File: config.mk
export PLATFORM = sky130hd
export DESIGN_NAME = seq_multiplier
export DESIGN_NICKNAME = d
export VERILOG_FILES = /design/src/rtl/mul_pkg.sv /design/src/rtl/adder_32bit.sv /design/src/rtl/seq_multiplier.sv
export SDC_FILE = /design/constraint.sdc
export NUM_CORES = 1
export LEC_CHECK = 0
export ABC_AREA = 1
export CORE_AREA = 10 10 140 142
export CTS_BUF_LIST = sky130_fd_sc_hd__clkbuf_8
export DETAILED_ROUTE_END_ITERATION = 6
export DIE_AREA = 0 0 150 152
export GPL_TIMING_DRIVEN = 1
export PLACE_DENSITY_LB_ADDON = 0.05
export SETUP_SLACK_MARGIN = 0.4
export SYNTH_ARGS = -nofsm -noshare
export SYNTH_HDL_FRONTEND = slang
export SYNTH_SLANG_ARGS = --single-unit
File: constraint.sdc
create_clock -name clk -period 21.6 [get_ports clk]
set_input_delay 2.16 -clock clk [delete_from_list [all_inputs] [get_ports clk]]
set_output_delay 2.16 -clock clk [all_outputs]
set_load 0.005 [all_outputs]
File: src/rtl/mul_pkg.sv
// Shared types and constants for the iterative multiplier.
package mul_pkg;

    typedef enum logic [1:0] {
        MUL_LO  = 2'b00,
        MUL_HSS = 2'b01,
        MUL_HSU = 2'b10,
        MUL_HUU = 2'b11
    } mul_op_e;

    typedef enum logic [1:0] {
        IDLE = 2'b00,
        CALC = 2'b01,
        FIX  = 2'b10,
        DONE = 2'b11
    } mul_state_e;

    localparam int MUL_ITER = 32;

endpackage

File: src/rtl/adder_32bit.sv
// 32-bit ripple-carry adder; one full-adder cell per bit.
module adder_32bit (
    input  logic [31:0] a,
    input  logic [31:0] b,
    input  logic        cin,
    output logic [31:0] sum,
    output logic        cout
);

    logic [32:0] carry;

    assign carry[0] = cin;

    for (genvar i = 0; i < 32; i++) begin : g_fa
        assign sum[i]       = a[i] ^ b[i] ^ carry[i];
        assign carry[i + 1] = (a[i] & b[i]) | (carry[i] & (a[i] ^ b[i]));
    end

    assign cout = carry[32];

endmodule

File: src/rtl/seq_multiplier.sv
// Iterative 32x32 shift-add multiplier for MUL/MULH/MULHSU/MULHU.
// Magnitudes are multiplied unsigned; the sign is restored in FIX.
// Optional macro SEQ_MUL_ZERO_BYPASS_EN: a zero operand skips CALC/FIX
// and reports result 0 one cycle after acceptance.
//
// state | meaning
// IDLE  | ready=1, waiting for start
// CALC  | 32 shift-add steps on {hi, lo}
// FIX   | optional 64-bit negate, select result word
// DONE  | done=1 for one cycle
module seq_multiplier
    import mul_pkg::*;
#(
    parameter int XLEN  = 32,
    parameter int CNT_W = 6
) (
    input  logic            clk,
    input  logic            rst_n,
    input  logic            start,
    input  logic [1:0]      op,
    input  logic [XLEN-1:0] op_a,
    input  logic [XLEN-1:0] op_b,
    output logic            ready,
    output logic            done,
    output logic [XLEN-1:0] result
);

    mul_state_e       state;
    mul_op_e          op_q;
    mul_op_e          op_in;
    logic [XLEN-1:0]  mcand;
    logic [XLEN-1:0]  hi;
    logic [XLEN-1:0]  lo;
    logic [CNT_W-1:0] cnt;
    logic             neg;

    logic             sign_a;
    logic             sign_b;
    logic [XLEN-1:0]  abs_a;
    logic [XLEN-1:0]  abs_b;
    logic [XLEN-1:0]  add_b;
    logic [XLEN-1:0]  add_sum;
    logic             add_cout;
    logic [2*XLEN-1:0] prod_fix;

    // Operand conditioning at acceptance and the sign-restored product.
    always_comb begin
        op_in    = mul_op_e'(op);
        sign_a   = ((op_in == MUL_HSS) || (op_in == MUL_HSU)) && op_a[XLEN-1];
        sign_b   = (op_in == MUL_HSS) && op_b[XLEN-1];
        abs_a    = sign_a ? (~op_a + 32'd1) : op_a;
        abs_b    = sign_b ? (~op_b + 32'd1) : op_b;
        add_b    = lo[0] ? mcand : '0;
        prod_fix = neg ? (~{hi, lo} + 64'd1) : {hi, lo};
    end

    // Adding zero when lo[0]=0 yields {0, hi}, so one adder covers both cases.
    adder_32bit u_adder (
        .a    (hi),
        .b    (add_b),
        .cin  (1'b0),
        .sum  (add_sum),
        .cout (add_cout)
    );

    // Sequencer, datapath registers and registered outputs.
    always_ff @(posedge clk or negedge rst_n) begin
        if (!rst_n) begin
            state  <= IDLE;
            op_q   <= MUL_LO;
            mcand  <= '0;
            hi     <= '0;
            lo     <= '0;
            cnt    <= '0;
            neg    <= 1'b0;
            ready  <= 1'b1;
            done   <= 1'b0;
            result <= '0;
        end else begin
            case (state)
                IDLE: begin
                    if (start) begin
                        op_q  <= op_in;
                        mcand <= abs_a;
                        hi    <= '0;
                        lo    <= abs_b;
                        neg   <= sign_a ^ sign_b;
                        cnt   <= '0;
                        ready <= 1'b0;
`ifdef SEQ_MUL_ZERO_BYPASS_EN
                        if ((op_a == '0) || (op_b == '0)) begin
                            result <= '0;
                            done   <= 1'b1;
                            state  <= DONE;
                        end else begin
                            state <= CALC;
                        end
`else
                        state <= CALC;
`endif
                    end
                end
                CALC: begin
                    hi  <= {add_cout, add_sum[XLEN-1:1]};
                    lo  <= {add_sum[0], lo[XLEN-1:1]};
                    cnt <= cnt + 1'b1;
                    if (cnt == CNT_W'(MUL_ITER - 1)) begin
                        state <= FIX;
                    end
                end
                FIX: begin
                    result <= (op_q == MUL_LO) ? prod_fix[XLEN-1:0] : prod_fix[2*XLEN-1:XLEN];
                    done   <= 1'b1;
                    state  <= DONE;
                end
                DONE: begin
                    done  <= 1'b0;
                    ready <= 1'b1;
                    state <= IDLE;
                end
                default: state <= IDLE;
            endcase
        end
    end

endmodule

Word-level counts from Yosys, hierarchy flattened

Cells that the tools add are included.

Flip-flop bits (word level): 141
Latch bits: 0
RAM bits: 0
Memory bits (read-only): 0
Input bits: 69
Output and inout bits: 34
Logic and storage cells: 212
Memories: 0

$add $sub $neg: 4
Multipliers: 0
Divide/modulo/power cells: 0
$lt $le $gt $ge: 0
Equal/unequal tests: 8
Shift-type cells: 0
Multiplexer cells: 17
Bitwise logic cells: 161
Reduce and logical (&&, ||, !) cells: 12

Operators with widths:

| kind                                          | number |
|---|---|
| two-way mux 32 bit                            | 6 |
| case mux 32 bit (2 select lines)              | 2 |
| adder 32 x 1 -> 32 bit, second input constant | 2 |
| adder 64 x 1 -> 64 bit, second input constant | 1 |
| two-way mux 64 bit                            | 1 |
| inverter 32 bit                               | 2 |
| inverter 64 bit                               | 1 |
| bitwise XOR 1 bit                             | 64 |
| AND 1 bit                                     | 63 |
| bitwise OR 1 bit                              | 31 |
| case mux 6 bit (2 select lines)               | 1 |
| case mux 2 bit (4 select lines)               | 1 |
| AND reduction 2 bit                           | 4 |
| adder 6 x 1 -> 6 bit, second input constant   | 1 |
| == test 2 bit, second input constant          | 3 |
| == test 6 x 5 -> 1 bit, second input constant | 1 |
| two-way mux 6 bit                             | 1 |
| nonzero test 2 bit                            | 3 |
| == test 2 x 1 -> 1 bit, second input constant | 2 |
| logical NOT 2 bit                             | 2 |
| two-way mux 2 bit                             | 2 |
| inequality test 2 bit, second input constant  | 2 |
| case mux 1 bit (2 select lines)               | 2 |
| logical AND 1 bit                             | 2 |
| 2 further kinds                               | 2 |

Logic depth before layout (Yosys ltp)

Depth after elaboration: 65
Depth in mapped cells: 39
Gate-level depth less buffers: 38

Modules after synthesis

A second synthesis with hierarchy kept.

Cells, all modules: 1,700
Area, all modules: 11,119.4 µm²

Modules (own cells, without submodules):

| module         | instances | cells an instance | area each (µm²) |
|---|---|---|---|
| seq_multiplier | 1         | 1,658             | 10,441.3 |
| adder_32bit    | 1         | 42                | 678.2 |

Worst setup path after synthesis

OpenSTA, ideal clock, no wires.

Path type: register to register
Start: register lo[0]
End: register hi[30]
Arrival: 12.601 ns
Data required time: 21.462 ns
Setup slack: 8.861 ns
Stages on the path, launching flop included: 38
Path buffers: 2
Clock period less this slack: 12.739 ns
Cell sequence: dfrtp_1 > buf_6 > clkbuf_1 > nand2_1 > fa_1 > fa_1 > fa_1 > fa_1 > fa_1 > fa_1 > fa_1 > fa_1 > fa_1 > fa_1 > fa_1 > fa_1 > fa_1 > fa_1 > [... 2 more ...] > fa_1 > fa_1 > fa_1 > fa_1 > fa_1 > fa_1 > fa_1 > fa_1 > fa_1 > fa_1 > fa_1 > fa_1 > fa_1 > inv_1 > fa_1 > inv_1 > fa_1 > o22ai_1

Longest elaborated chain between the ends: 64

RTL lines:

| element                                               | RTL line              | RTL |
|---|---|---|
| from (decl)                                           | seq_multiplier.sv:33  | `logic [XLEN-1:0] lo;` |
| from (signal assigned)                                | seq_multiplier.sv:86  | `lo <= abs_b;` |
| from (signal assigned)                                | seq_multiplier.sv:105 | `lo <= {add_sum[0], lo[XLEN-1:1]};` |
| two-way mux 32 bit *                                  | seq_multiplier.sv:53  | `add_b = lo[0] ? mcand : '0;` |
| AND 1 bit / bitwise XOR 1 bit (equally long branches) | adder_32bit.sv:16     | `assign carry[i + 1] = (a[i] & b[i]) \| (carry[i] & (a[i] ^ b[i]));` |
| AND 1 bit                                             | adder_32bit.sv:16     |  |
| bitwise OR 1 bit                                      | adder_32bit.sv:16     |  |
| AND 1 bit                                             | adder_32bit.sv:16     |  |
| bitwise OR 1 bit                                      | adder_32bit.sv:16     |  |
| AND 1 bit                                             | adder_32bit.sv:16     |  |
| bitwise OR 1 bit                                      | adder_32bit.sv:16     |  |
| [... 48 more ...]                                     | -                     |  |
| AND 1 bit                                             | adder_32bit.sv:16     |  |
| bitwise OR 1 bit                                      | adder_32bit.sv:16     |  |
| AND 1 bit                                             | adder_32bit.sv:16     |  |
| bitwise OR 1 bit                                      | adder_32bit.sv:16     |  |
| AND 1 bit                                             | adder_32bit.sv:16     |  |
| bitwise OR 1 bit                                      | adder_32bit.sv:16     |  |
| bitwise XOR 1 bit *                                   | adder_32bit.sv:15     | `assign sum[i] = a[i] ^ b[i] ^ carry[i];` |
| case mux 32 bit (2 select lines) *                    | seq_multiplier.sv:80  | `case (state)` |
| to (signal assigned)                                  | seq_multiplier.sv:104 | `hi <= {add_cout, add_sum[XLEN-1:1]};` |
| to (decl)                                             | seq_multiplier.sv:32  | `logic [XLEN-1:0] hi;` |

Mark *: on every way between the ends. The rest lies on a longest branch, timed or not.
A chain may end at the register's enable or synchronous reset.

Worst setup path in the final report

Ends and elaborated chain as after synthesis.

==> key figures <==
STA
  • Max_slew headroom: 19.7%
  • Hold Vio Cnt, Final: 0
  • Worst slew pin tran: 1.20 ns
  • Period minus WS final: 13.96 ns
  • Clk_skew: 0.0120 ns
  • Pins Over Slew Limit: 0
  • Final setup fails: 0
  • Total negative slack: 0 ns
  • Hold WS: 0.481 ns
  • RSZ-0062 raised after global routing: no
  • Tcrit/Tclk final: 64.6%
  • Achievable Freq: 0.0716 GHz

Drt
  • WL per Instance: 19.1 um
  • Detailed-route via count: 11563
  • Remaining antenna violation count: 0
  • DRC Markers: 6
  • First DRT Iteration DRCs: 1425
  • Post-DR vias/cell: 5.99
  • Total wire length: 36800 um
  • Drt pass-1 iters: 7

Layout
  • FILL cells: 1422
  • Fin nets: 1802
  • Final instance area: 0.0123 mm^2
  • Diode count: 0
  • Share of layout cells above drive strength 1: 5.45%
  • Syn-to-layout area delta: 14.4%
  • Final core occ: 72.8%
  • Commonest non-fill, non-tap cell in the layout: nand2_1
  • Most frequent cells in the layout: 472 x nand2_1, 214 x nor2_1, 163 x inv_1, 160 x nand3_1, 139 x dfrtp_1

Place
  • Placer Congestion: 1.04
  • Port-buffer cells: 102
  • Dpl cell area: 0.0119 mm^2
  • Detailed Place HPWL: 28300 um

Global routing
  • Vias in the first global route: 10723
  • Global route overflow: 0
  • First-pass GRT wire length: 57400 um
  • Largest net degree at the start of global routing: 79
  • Total track usage: 31.7%
  • Initial antenna violation count: 0

Clock tree
  • Cts hold-fix bufs: 0
  • Setup Fix Bufs, Post-CTS: 0
  • Htree depth: 4
  • CTS clk-pin slew, worst paths: 0.09 ns
  • Worst skew pair latency: 0.47 ns
  • CTS tree: done
  • Clk buf depth: 2
  • CTS Buf Count: 17
  • TritonCTS sink count: 141
  • Post-CTS resize count: 0
  • CTS Root Cell: clkbuf_8

Power
  • Leak pwr: 5.70 nW
  • VDD IR max: 0.120 mV
  • Pwr dens: 144 mW/mm^2
  • Pwr Total: 1.78 mW

Floorplanning
  • Die area: 0.0228 mm^2
  • Core ar.: 0.0169 mm^2
  • Initial Utilization: 63.6%
  • Die X: 150 um
  • Row cnt: 48
  • Die Y: 152 um
  • I/O Pins: 103

Critical path
  • CP max stage delay: 1.04 ns
  • Crit end category: register
  • Worst path slowest cell: dfrtp_1
  • Worst EP required: 21.91 ns
  • Setup crit start kind: register
  • Crit path top cell by count: fa_1
  • Crit-path max FO: 33
  • R2R cell count: 38
  • Critical path class: reg -> reg
  • Critical Path AT: 14.27 ns

Yosys
  • Synth warnings: 0
  • Seq cells post-synth: 141
  • Post-synth EDFFs: 0
  • Ys async rst share: 100%
  • Synth Net Count: 1732
  • Post-synthesis sequential area ratio: 32.7%
  • Ys flop type: dfrtp_1
  • Post-synthesis cell area: 0.0108 mm^2
  • Post-synthesis cell count: 1622
  • Yosys cell types: 47
  • Mean Syn Cell Area: 6.65 um^2

Outcome
  • Failing checks: design-rule violations
  • Outcome: complete, but fails checks

Worst hold path
  • Min-delay worst type: reg -> reg
  • Hold path depth: 2

Flow run
  • # Max-Cap Violations: 0
==> metal layers <==
metal	part of all wire [%]	global-route usage (%)	up-vias	wire length, um
met1	41	44.8	5324	15000
met3	12	7.31	87	4520
met5	0	0	-	0
met2	43	45.4	744	15700
met4	4.2	14.0	0	1560
li1	-	-	5408	-
==> registers in the layout, indices dropped and copies added, names as in the netlist <==
register,count
hi,32
lo,32
mcand,32
result,32
cnt,6
op_q,2
state,2
done,1
neg,1
ready,1
==> cells in the mapped netlist (7+ instances only) <==
cell type	count	area (um^2)
o211ai_1	9	67.6
buf_2	22	110
fa_1	31	621
clkbuf_1	35	131
nor2_4	7	78.8
nor3_1	8	40.0
nor2_2	13	81.3
o21ai_1	8	40.0
nor2_1	214	803
nand2_2	14	87.6
nand4_1	25	156
a21oi_1	83	415
o21ai_0	101	505
dfrtp_1	140	3500
xor2_1	23	201
ha_1	10	125
inv_1	159	597
nand3_1	160	801
o22ai_1	32	200
a31oi_1	9	56.3
nand2_1	472	1770
==> cell families (layout without fill, tap and decap cells) <==
group | after synthesis | after routing | share of synthesized area [%]
adders and majority gates | 41 | 41 | 6.92
DFF | 141 | 141 | 32.7
buffers and inverters | 224 | 307 | 8.16
xor gates and xnor gates | 26 | 26 | 2.11
AOI/OAI and AO/OA | 261 | 261 | 13.4
and+or+nand+nor | 929 | 929 | 36.6
==> layout make-up <==
class	instances	area, um^2	area share (%)
clock inverters	13	176	1.43
inverters	165	623	5.05
multi-input cells	1257	6380	51.7
repair buffers	110	1080	8.77
flip-flops and latches	141	3530	28.6
clock buffers	19	262	2.12
well taps	225	282	2.28
==> power by group <==
| part | total [mW] | internal, mW | switching [mW] |
|---|---|---|---|
| clock | 0.238 | 0.131 | 0.107 |
| combinational | 1.04 | 0.332 | 0.706 |
| sequential | 0.499 | 0.383 | 0.115 |
==> critical path, delay by kind of cell (launching register included) <==
| family | cells | cell delay, ns |
|---|---|---|
| flip-flops | 1 | 1.04 |
| buffers and inverters | 4 | 0.29 |
| AND/OR/NAND/NOR | 1 | 0.15 |
| adder cells (fa/ha/maj) | 32 | 12.25 |
| AO/OA/AOI/OAI | 1 | 0.08 |
==> through the flow <==
step           std cells  worst slack, ns
6_report            1930             7.64
5_1_grt             1930             7.10
3_5_place_dp        1898             7.80
2_1_floorplan       1622             8.86
4_1_cts             1930             7.71
3_3_place_gp        1898             8.03
==> final timing paths <==
kind | from | slack [ns] | to
min in group asynchronous | rst_n | 1.71 | result[10]
hold / removal | result[4] | 0.48 | result[4]
setup reg to reg | lo[0] | 7.64 | hi[30]
max in group asynchronous | rst_n | 18.56 | neg
setup / recovery | lo[0] | 7.64 | hi[30]
hold reg to reg | result[4] | 0.48 | result[4]
(Power assumes the default switching activity.)
